File: src/rtl/mdr_mem_port.sv
// mdr_mem_port: MAR/MDR pair with a memory-side read/write sequencer for the
// Mini SRC datapath. MAR and MDR load from the shared bus while idle. A Read or
// Write starts a req/ack handshake with the RAM. Each transfer ends with a
// one-cycle done pulse, either on ack or on timeout (sticky err).
//
// Ports:
//   clk, clr       rising-edge clock, asynchronous active-high reset
//   BusMuxOut      shared bus value (MAR keeps the low ADDR_W bits)
//   MARin, MDRin   load MAR / MDR from the bus (idle only)
//   Read, Write    start a transfer (Read wins if both are asserted)
//   mem_rdata      RAM read data, valid with mem_ack
//   mem_ack        RAM completion strobe
//   mem_req        transfer request to the RAM
//   mem_we         1 = write, 0 = read (valid while mem_req)
//   mem_addr       MAR contents
//   mem_wdata      MDR contents
//   BusMuxInMDR    MDR contents to the bus multiplexer
//   busy           transfer in progress (XFER and FIN)
//   done           one-cycle pulse at the end of every transfer
//   err            sticky timeout flag, cleared by the next accepted command
module mdr_mem_port #(
  parameter int DATA_W  = 32,
  parameter int ADDR_W  = 9,
  parameter int TIMEOUT = 15
) (
  input  logic              clk,
  input  logic              clr,
  input  logic [DATA_W-1:0] BusMuxOut,
  input  logic              MARin,
  input  logic              MDRin,
  input  logic              Read,
  input  logic              Write,
  input  logic [DATA_W-1:0] mem_rdata,
  input  logic              mem_ack,
  output logic              mem_req,
  output logic              mem_we,
  output logic [ADDR_W-1:0] mem_addr,
  output logic [DATA_W-1:0] mem_wdata,
  output logic [DATA_W-1:0] BusMuxInMDR,
  output logic              busy,
  output logic              done,
  output logic              err
);

  // The timer only has to reach TIMEOUT-1.
  localparam int TW = (TIMEOUT > 1) ? $clog2(TIMEOUT) : 1;
  localparam logic [TW-1:0] TMAX = TW'(TIMEOUT - 1);

  typedef enum logic [1:0] {
    IDLE = 2'd0,
    XFER = 2'd1,
    FIN  = 2'd2
  } state_t;

  state_t            state_q;
  logic [ADDR_W-1:0] mar_q;
  logic [DATA_W-1:0] mdr_q;
  logic [TW-1:0]     timer_q;
  logic              req_q;
  logic              we_q;
  logic              busy_q;
  logic              done_q;
  logic              err_q;

  // MAR intentionally drops the upper bus bits.
  logic unused_bus_hi;
  assign unused_bus_hi = ^BusMuxOut[DATA_W-1:ADDR_W];

  always_ff @(posedge clk or posedge clr) begin
    if (clr) begin
      state_q <= IDLE;
      mar_q   <= '0;
      mdr_q   <= '0;
      timer_q <= '0;
      req_q   <= 1'b0;
      we_q    <= 1'b0;
      busy_q  <= 1'b0;
      done_q  <= 1'b0;
      err_q   <= 1'b0;
    end else begin
      case (state_q)
        IDLE: begin
          // Loads land on the same edge the command is accepted, so a command
          // issued alongside MARin/MDRin sees the new value on mem_addr/mem_wdata.
          if (MARin) mar_q <= BusMuxOut[ADDR_W-1:0];
          if (MDRin) mdr_q <= BusMuxOut;
          if (Read || Write) begin
            state_q <= XFER;
            req_q   <= 1'b1;
            we_q    <= !Read;
            busy_q  <= 1'b1;
            timer_q <= '0;
            err_q   <= 1'b0;
          end
        end
        XFER: begin
          // Ack has priority over a timeout on the same edge.
          if (mem_ack) begin
            if (!we_q) mdr_q <= mem_rdata;
            req_q   <= 1'b0;
            done_q  <= 1'b1;
            state_q <= FIN;
          end else if (timer_q == TMAX) begin
            req_q   <= 1'b0;
            err_q   <= 1'b1;
            done_q  <= 1'b1;
            state_q <= FIN;
          end else begin
            timer_q <= timer_q + TW'(1);
          end
        end
        FIN: begin
          done_q  <= 1'b0;
          busy_q  <= 1'b0;
          state_q <= IDLE;
        end
        default: state_q <= IDLE;
      endcase
    end
  end

  assign mem_req     = req_q;
  assign mem_we      = we_q;
  assign mem_addr    = mar_q;
  assign mem_wdata   = mdr_q;
  assign BusMuxInMDR = mdr_q;
  assign busy        = busy_q;
  assign done        = done_q;
  assign err         = err_q;

endmodule

File: config.mk
export PLATFORM = sky130hd
export DESIGN_NAME = mdr_mem_port
export DESIGN_NICKNAME = d
export VERILOG_FILES = /design/src/rtl/mdr_mem_port.sv
export SDC_FILE = /design/constraint.sdc
export NUM_CORES = 1
export LEC_CHECK = 0
export CAP_MARGIN = 20
export CORE_UTILIZATION = 42
export DETAILED_ROUTE_END_ITERATION = 8
export GPL_TIMING_DRIVEN = 0
export PLACE_DENSITY = 0.95
export RECOVER_POWER = 50
export SLEW_MARGIN = 20
export SYNTH_ARGS = -nofsm -noshare
export SYNTH_HDL_FRONTEND = slang
export SYNTH_SLANG_ARGS = --single-unit
File: constraint.sdc
create_clock -name clk -period 4.6 [get_ports clk]
set_input_delay 1.15 -clock clk [delete_from_list [all_inputs] [get_ports clk]]
set_output_delay 1.15 -clock clk [all_outputs]
set_load 0.005 [all_outputs]
; ---- After elaboration in Yosys (flattened, before gate mapping)
; Cells that the tools add are included.
[word_totals]
reg_bits = 52
latch_bits = 0
ramBits = 0
mem_bits_ro = 0
inputBits = 71
out_inout_bits = 78
mem_count = 0
[classes]
addsub = 1
mul = 0
div = 0
n_lt_le_gt_ge = 0
eq_ne = 11
n_shift = 0
mux = 23
bitwise = 0
n_reduce_logical = 15
[op_table]
columns = op, n
row1 = $mux 32, 3
row2 = $pmux 32 s2, 1
row3 = $ne 2x2->1 const B, 7
row4 = $mux 4, 3
row5 = $reduce_and 4->1, 3
row6 = $reduce_and 2->1, 5
row7 = $pmux 1 s2, 4
row8 = $pmux 4 s2, 1
row9 = $mux 1, 7
row10 = $mux 2, 3
row11 = $reduce_bool 2->1, 3
row12 = $add 4x1->4 const B, 1
row13 = $eq 4x4->1 const B, 1
row14 = $pmux 2 s2, 1
row15 = $ne 3x3->1 const B, 1
row16 = $reduce_and 3->1, 1
row17 = $eq 2x1->1 const B, 1
row18 = $eq 2x2->1 const B, 1
row19 = $logic_not 2->1, 1
row20 = $logic_not 1->1, 1
row21 = $logic_or 1x1->1, 1

; ---- Depth between registers and ports, before layout
; Gate-level depths: netlist of run 1.
[depth]
word_depth = 4
depth_mapped = 5
mapped_depth_nobuf = 5

; ---- Worst setup path before layout of run 1
; No wires, ideal clock.
[synth_timing]
path_type = input-to-reg
from = input mem_ack
to = register mdr_q[0] (netlist: BusMuxInMDR[0])
setup_ns = 0.125
arrival_ns = 2.009
required_time_ns = 4.475
setup_slack_ns = 2.467
stages = 4
n_path_buf = 1
cell_sequence = nand3b_1 > a21oi_2 > buf_2 > mux2_2
[synth_between]
elab_chain_cells = 2
[synth_lines]
columns = item, line
row1 = "start, declared", 34  ; input logic mem_ack,
row2 = $ne 2x2->1 (no line), n/a
row3 = $reduce_and 4->1 (no line), n/a
row4 = "end signal, assigned", 86  ; if (MDRin) mdr_q <= BusMuxOut;
row5 = "end signal, assigned", 99  ; if (!we_q) mdr_q <= mem_rdata;
row6 = "end, declared", 57  ; logic [DATA_W-1:0] mdr_q;
; Every way passes these cells.
; A chain may end at the register's enable or synchronous reset.

; ---- Worst setup path after layout of run 1
[layout_timing]
from = input mem_ack
to = register mdr_q[9] (netlist: BusMuxInMDR[9])
; Same word-level chain as after synthesis.

==> results.json, run 1 <==
{
  "outcome": "complete, no violations",
  "die_h_um": 83.1,
  "yosys-top-cells-area": "dfrtp_1, mux2_2, mux2_4, buf_4, mux2_1",
  "p_per_area_mw_per_mm2": 636,
  "synthesis.nets": 282,
  "crit_arrival_ns": 2.94,
  "hold_buffers": 0,
  "fillCellCount": 428,
  "post_cts_buffers": 0,
  "yosys-top-cells-count": "dfrtp_1, mux2_2, buf_4",
  "dp.cells": 435,
  "clock_skew_ns": 0.0104,
  "vias": 2130,
  "yosysTopAreaCell": "dfrtp_1",
  "numClockSinks": 52,
  "synth.yosys.seq_area_share_pct": 47.1,
  "seq_power_share_pct": 30.2,
  "clockRootBuffer": "clkbuf_8",
  "yosysMostFrequentCell": "dfrtp_1",
  "slew_headroom_pct": 30.9,
  "period_share_pct": 59.9,
  "layout-drive-gt1-share_pct": 30.9,
  "endpoint_kind": "register",
  "r2r_slack_ns": 2.82,
  "crit_type": "in -> reg",
  "place_ws_ns": 1.56,
  "reg2reg_depth": 4,
  "yosys.area.top_type_share_pct": 47.1,
  "placed_cell_area_mm2": 0.00436,
  "crit_path_start_kind": "primary input",
  "finalWirelength_mm": 6.68,
  "gp_congestion": 0.755,
  "async_flop_share_pct": 100,
  "syn_to_final_growth_pct": 61.2,
  "ys_types": 30,
  "fmax_mhz": 363,
  "grt_antenna_before_repair": 0,
  "p_clk_share_pct": 9.5,
  "hp-class": "reg -> reg",
  "layout.nets": 438,
  "die_w_um": 83.1,
  "drtAntennaViolNets": 0,
  "p_total_mw": 2.83,
  "die_area_mm2": 0.00690,
  "grt_max_degree": 28,
  "postSynthAreaPerCell_um2": 13.2,
  "clkLatencyLatePin_ns": 0.30,
  "numCtsBuffers": 5,
  "switchingPower_mw": 0.832,
  "hold_violations": 0,
  "instances_no_fill": 443,
  "initial_core_util_pct": 43.5,
  "drv_cap": 0,
  "core_region_area_mm2": 0.00635,
  "diodes": 0,
  "path_max_fanout": 10,
  "setup-tns-final_ns": 0,
  "combPwrFrac_pct": 60.4,
  "ys_warn_count": 0,
  "internal_power_mw": 2.00,
  "power.share.switching_pct": 29.4,
  "setup_viol": 0,
  "p_leak_nw": 1.92,
  "hold_path_depth": 1,
  "vias_per_cell": 4.81,
  "place.port_buffers": 148,
  "cts_resized": 0,
  "grt_pass1_vias": 2316,
  "drv_slew": 0,
  "worstPathRequired_ns": 4.78,
  "placementRows": 29,
  "layout_min_cycle_time_ns": 2.76,
  "overflow": 0,
  "post-dp-hpwl_mm": 5.31,
  "cts.reportedPaths.clkPinSlew_ns": 0.09,
  "fin_ws_ns": 1.84,
  "clk_path_buf_depth": 2,
  "io_pins": 149,
  "route.detailed.drc": 0,
  "wl_per_cell_um": 15.1,
  "grt_usage_pct": 19.9,
  "synthCells": 209,
  "firstDrtPassIters": 4,
  "synth_seq_cells": 52,
  "tritoncts": "built",
  "design_area_mm2": 0.00445,
  "rsz0062_at_grt": "no",
  "grt_first_pass_wirelength_mm": 11.0,
  "htree_levels": 2,
  "worst_slew_pin_slew_ns": 1.04,
  "drtIter0Drc": 16,
  "peakVddDrop_uv": 369,
  "netlist_area_mm2": 0.00276,
  "utilization_pct": 70.1,
  "synth_ff_type": "dfrtp_1",
  "whs_ns": 0.483,
  "synth-edff-count": 0
}
power by group through the flow:
stage,logic [mW],registers [mW],clock network (mW)
floorplan,0.863,0.856,0
global placement,1.71,0.855,0
finish,1.71,0.855,0.268
global route,1.83,0.891,0.295
CTS,1.77,0.863,0.276
detailed placement,1.77,0.870,0
placed cells by master (no fill, tap or decap), types with 6 or more instances in the layout:
| master | instances |
|---|---|
| mux2_1 | 9 |
| clkbuf_8 | 6 |
| dlygate4sd3_1 | 23 |
| buf_4 | 32 |
| mux2_2 | 46 |
| dfrtp_1 | 52 |
| inv_1 | 7 |
| clkdlybuf4s50_1 | 125 |
| mux2_4 | 18 |
worst paths after layout:
kind | from | end
max | mem_ack | BusMuxInMDR[9]
min | busy | busy
max reg2reg | state_q[1] | mem_addr[6]
min reg2reg | busy | busy
max in group asynchronous | clr | BusMuxInMDR[31]
min in group asynchronous | clr | busy
sequential cells by signal (all words and copies together), names as in the netlist:
| register | flops |
|---|---|
| err | 1 |
| mem_addr | 9 |
| BusMuxInMDR | 32 |
| done | 1 |
| mem_we | 1 |
| mem_req | 1 |
| state_q | 2 |
| timer_q | 4 |
| busy | 1 |
layer usage:
metal / track usage [%] / vias to the layer above / wire, um
li1: - / 1002 / -
met1: 21.3 / 1018 / 2550
met2: 38.5 / 103 / 3540
met3: 5.67 / 7 / 542
met4: 3.76 / 0 / 47
met5: 0 / - / 0
cells by family after synthesis:
group           count (synthesis)  synth area share (%)
flops                          52                  47.1
fa+ha+maj                       2                 0.906
mux                            75                  32.9
compound gates                 13                  3.04
buf+inv                        47                  12.0
simple gates                   20                  3.99
critical path: stages:
cell and delay (ns):
dlygate4sd3_1 0.66, nand3b_1 0.12, a21oi_2 0.29, buf_2 0.34, mux2_2 0.38
cell type report:
cell class	instances	area, um^2	share of cell area (%)
Clock buffer	7	86.3	1.94
Tap cell	77	96.3	2.16
Inverter	7	26.3	0.590
Timing Repair Buffer	149	1500	33.7
Sequential cell	52	1300	29.2
Clock inverter	1	7.51	0.169
Multi-Input combinational cell	110	1130	25.4
Buffer	40	304	6.83
(Power assumes the default switching activity.)
==> run 2: changes to the inputs <==
--- a/config.mk
+++ b/config.mk
@@ -6,10 +6,10 @@
 export NUM_CORES = 1
 export LEC_CHECK = 0
 export CAP_MARGIN = 20
-export CORE_UTILIZATION = 42
+export CORE_UTILIZATION = 39
 export DETAILED_ROUTE_END_ITERATION = 8
 export GPL_TIMING_DRIVEN = 0
-export PLACE_DENSITY = 0.95
+export PLACE_DENSITY = 0.92
 export RECOVER_POWER = 50
 export SLEW_MARGIN = 20
 export SYNTH_ARGS = -nofsm -noshare
==> constraint.sdc (replaced) <==
create_clock -name clk -period 2.82 [get_ports clk]
set_input_delay 0.705 -clock clk [delete_from_list [all_inputs] [get_ports clk]]
set_output_delay 0.705 -clock clk [all_outputs]
set_load 0.005 [all_outputs]
==> results.json, run 2 (same netlist as run 1, synthesis figures left out) <==
{
  "outcome": "complete, no violations",
  "die_area_mm2": 0.00742,
  "setup_viol": 0,
  "worst_r2r_endpoint": "mem_addr[2]",
  "crit_arrival_ns": 2.54,
  "setup-tns-final_ns": 0,
  "layout.nets": 437,
  "die_h_um": 86.1,
  "instances_no_fill": 461,
  "cts_resized": 0,
  "slew_headroom_pct": 28.3,
  "drv_cap": 0,
  "post_cts_buffers": 0,
  "drtIter0Drc": 32,
  "finalWirelength_mm": 7.06,
  "io_pins": 149,
  "vias_per_cell": 4.63,
  "htree_levels": 2,
  "worst_slew_pin_slew_ns": 1.07,
  "reg2reg_depth": 4,
  "grt_pass1_vias": 2172,
  "drv_slew": 0,
  "whs_ns": 0.491,
  "dp.cells": 453,
  "syn_to_final_growth_pct": 61.4,
  "final_common_cell": "clkdlybuf4s50_1",
  "largest_reg_flops": 32,
  "clock_skew_ns": 0.00407,
  "r2r_slack_ns": 1.07,
  "initial_core_util_pct": 40.4,
  "crit_type": "in -> reg",
  "numClockSinks": 52,
  "placementRows": 30,
  "core_region_area_mm2": 0.00683,
  "whs_endpoint": "busy",
  "min_from": "busy",
  "diodes": 0,
  "grt_antenna_before_repair": 0,
  "gp_congestion": 0.822,
  "period_share_pct": 83.9,
  "peakVddDrop_uv": 542,
  "grt_max_degree": 53,
  "layout_min_cycle_time_ns": 2.37,
  "tritoncts": "built",
  "p_per_area_mw_per_mm2": 1040,
  "numCtsBuffers": 5,
  "hold_buffers": 0,
  "final_cell_mix": "clkdlybuf4s50_1, dfrtp_1, mux2_2",
  "grt_first_pass_wirelength_mm": 10.8,
  "clkLatencyLatePin_ns": 0.29,
  "rsz0062_at_grt": "no",
  "reg2reg_from": "state_q[1]",
  "layout-drive-gt1-share_pct": 31.0,
  "path_max_fanout": 10,
  "drtAntennaViolNets": 0,
  "clockRootBuffer": "clkbuf_8",
  "hold_path_depth": 1,
  "seq_area_mm2": 0.00130,
  "wl_per_cell_um": 15.3,
  "hp-class": "reg -> reg",
  "post-dp-hpwl_mm": 5.67,
  "firstDrtPassIters": 3,
  "multi_input_area_mm2": 0.00113,
  "worstPathRequired_ns": 2.99,
  "place.port_buffers": 148,
  "route.detailed.drc": 0,
  "vias": 2134,
  "endpoint_kind": "register",
  "overflow": 0,
  "p_leak_nw": 1.91,
  "cts.reportedPaths.clkPinSlew_ns": 0.09,
  "fillCellCount": 550,
  "grt_usage_pct": 18.8,
  "die_w_um": 86.1,
  "fmax_mhz": 422,
  "clk_path_buf_depth": 2,
  "crit_path_start_kind": "primary input",
  "hold_violations": 0
}
-- run 2: per-layer routing --
| layer | wire length, um | GRT usage (%) |
|---|---|---|
| met2 | 3850 | 36.1 |
| met4 | 69 | 3.64 |
| met3 | 583 | 5.20 |
| met5 | 0 | 0 |
| met1 | 2560 | 20.5 |
-- run 2: cell type report --
class	count	area share (%)
Inverter	7	0.590
Buffer	40	6.82
Clock buffer	7	1.94
Sequential cell	52	29.2
Multi-Input combinational cell	110	25.3
Tap cell	96	2.70
Clock inverter	1	0.168
Timing Repair Buffer	148	33.2
-- run 2: stage by stage --
| step | utilization (%) | total power, mW | instance area, um^2 | worst slack (ns) |
|---|---|---|---|---|
| 2_1_floorplan | - | 2.80 | 2760 | 0.857 |
| 3_3_place_gp | 63.9 | 4.19 | 4360 | -0.189 |
| 3_5_place_dp | 63.9 | 4.32 | 4370 | 0.197 |
| 4_1_cts | 65.3 | 4.77 | 4460 | 0.510 |
| 5_1_grt | 65.2 | 4.92 | 4460 | 0.383 |
| 6_report | 65.2 | 4.63 | 4460 | 0.453 |
-- run 2: how the worst max path moves through the flow --
stage | from | end | slack [ns] | depth (start not counted)
after floorplan | clr | BusMuxInMDR[0] | 0.86 | 1
after global placement | clr | mem_addr[1] | -0.19 | 2
after detailed placement | mem_ack | BusMuxInMDR[4] | 0.20 | 5
after CTS | mem_ack | BusMuxInMDR[4] | 0.51 | 5
after global routing | mem_ack | BusMuxInMDR[4] | 0.38 | 5
final | mem_ack | BusMuxInMDR[9] | 0.45 | 5
-- run 2: power by group --
group          total (mW)  switching [mW]  leakage, nW  internal [mW]
registers            1.39           0.277        0.616           1.12
clock network       0.432           0.233       0.0445          0.200
logic                2.81           0.861         1.25           1.95
-- run 2: critical path, cell delays in order --
cell,delay [ns]
dlygate4sd3_1,0.68
nand3b_1,0.16
a21oi_2,0.28
buf_2,0.33
mux2_2,0.39
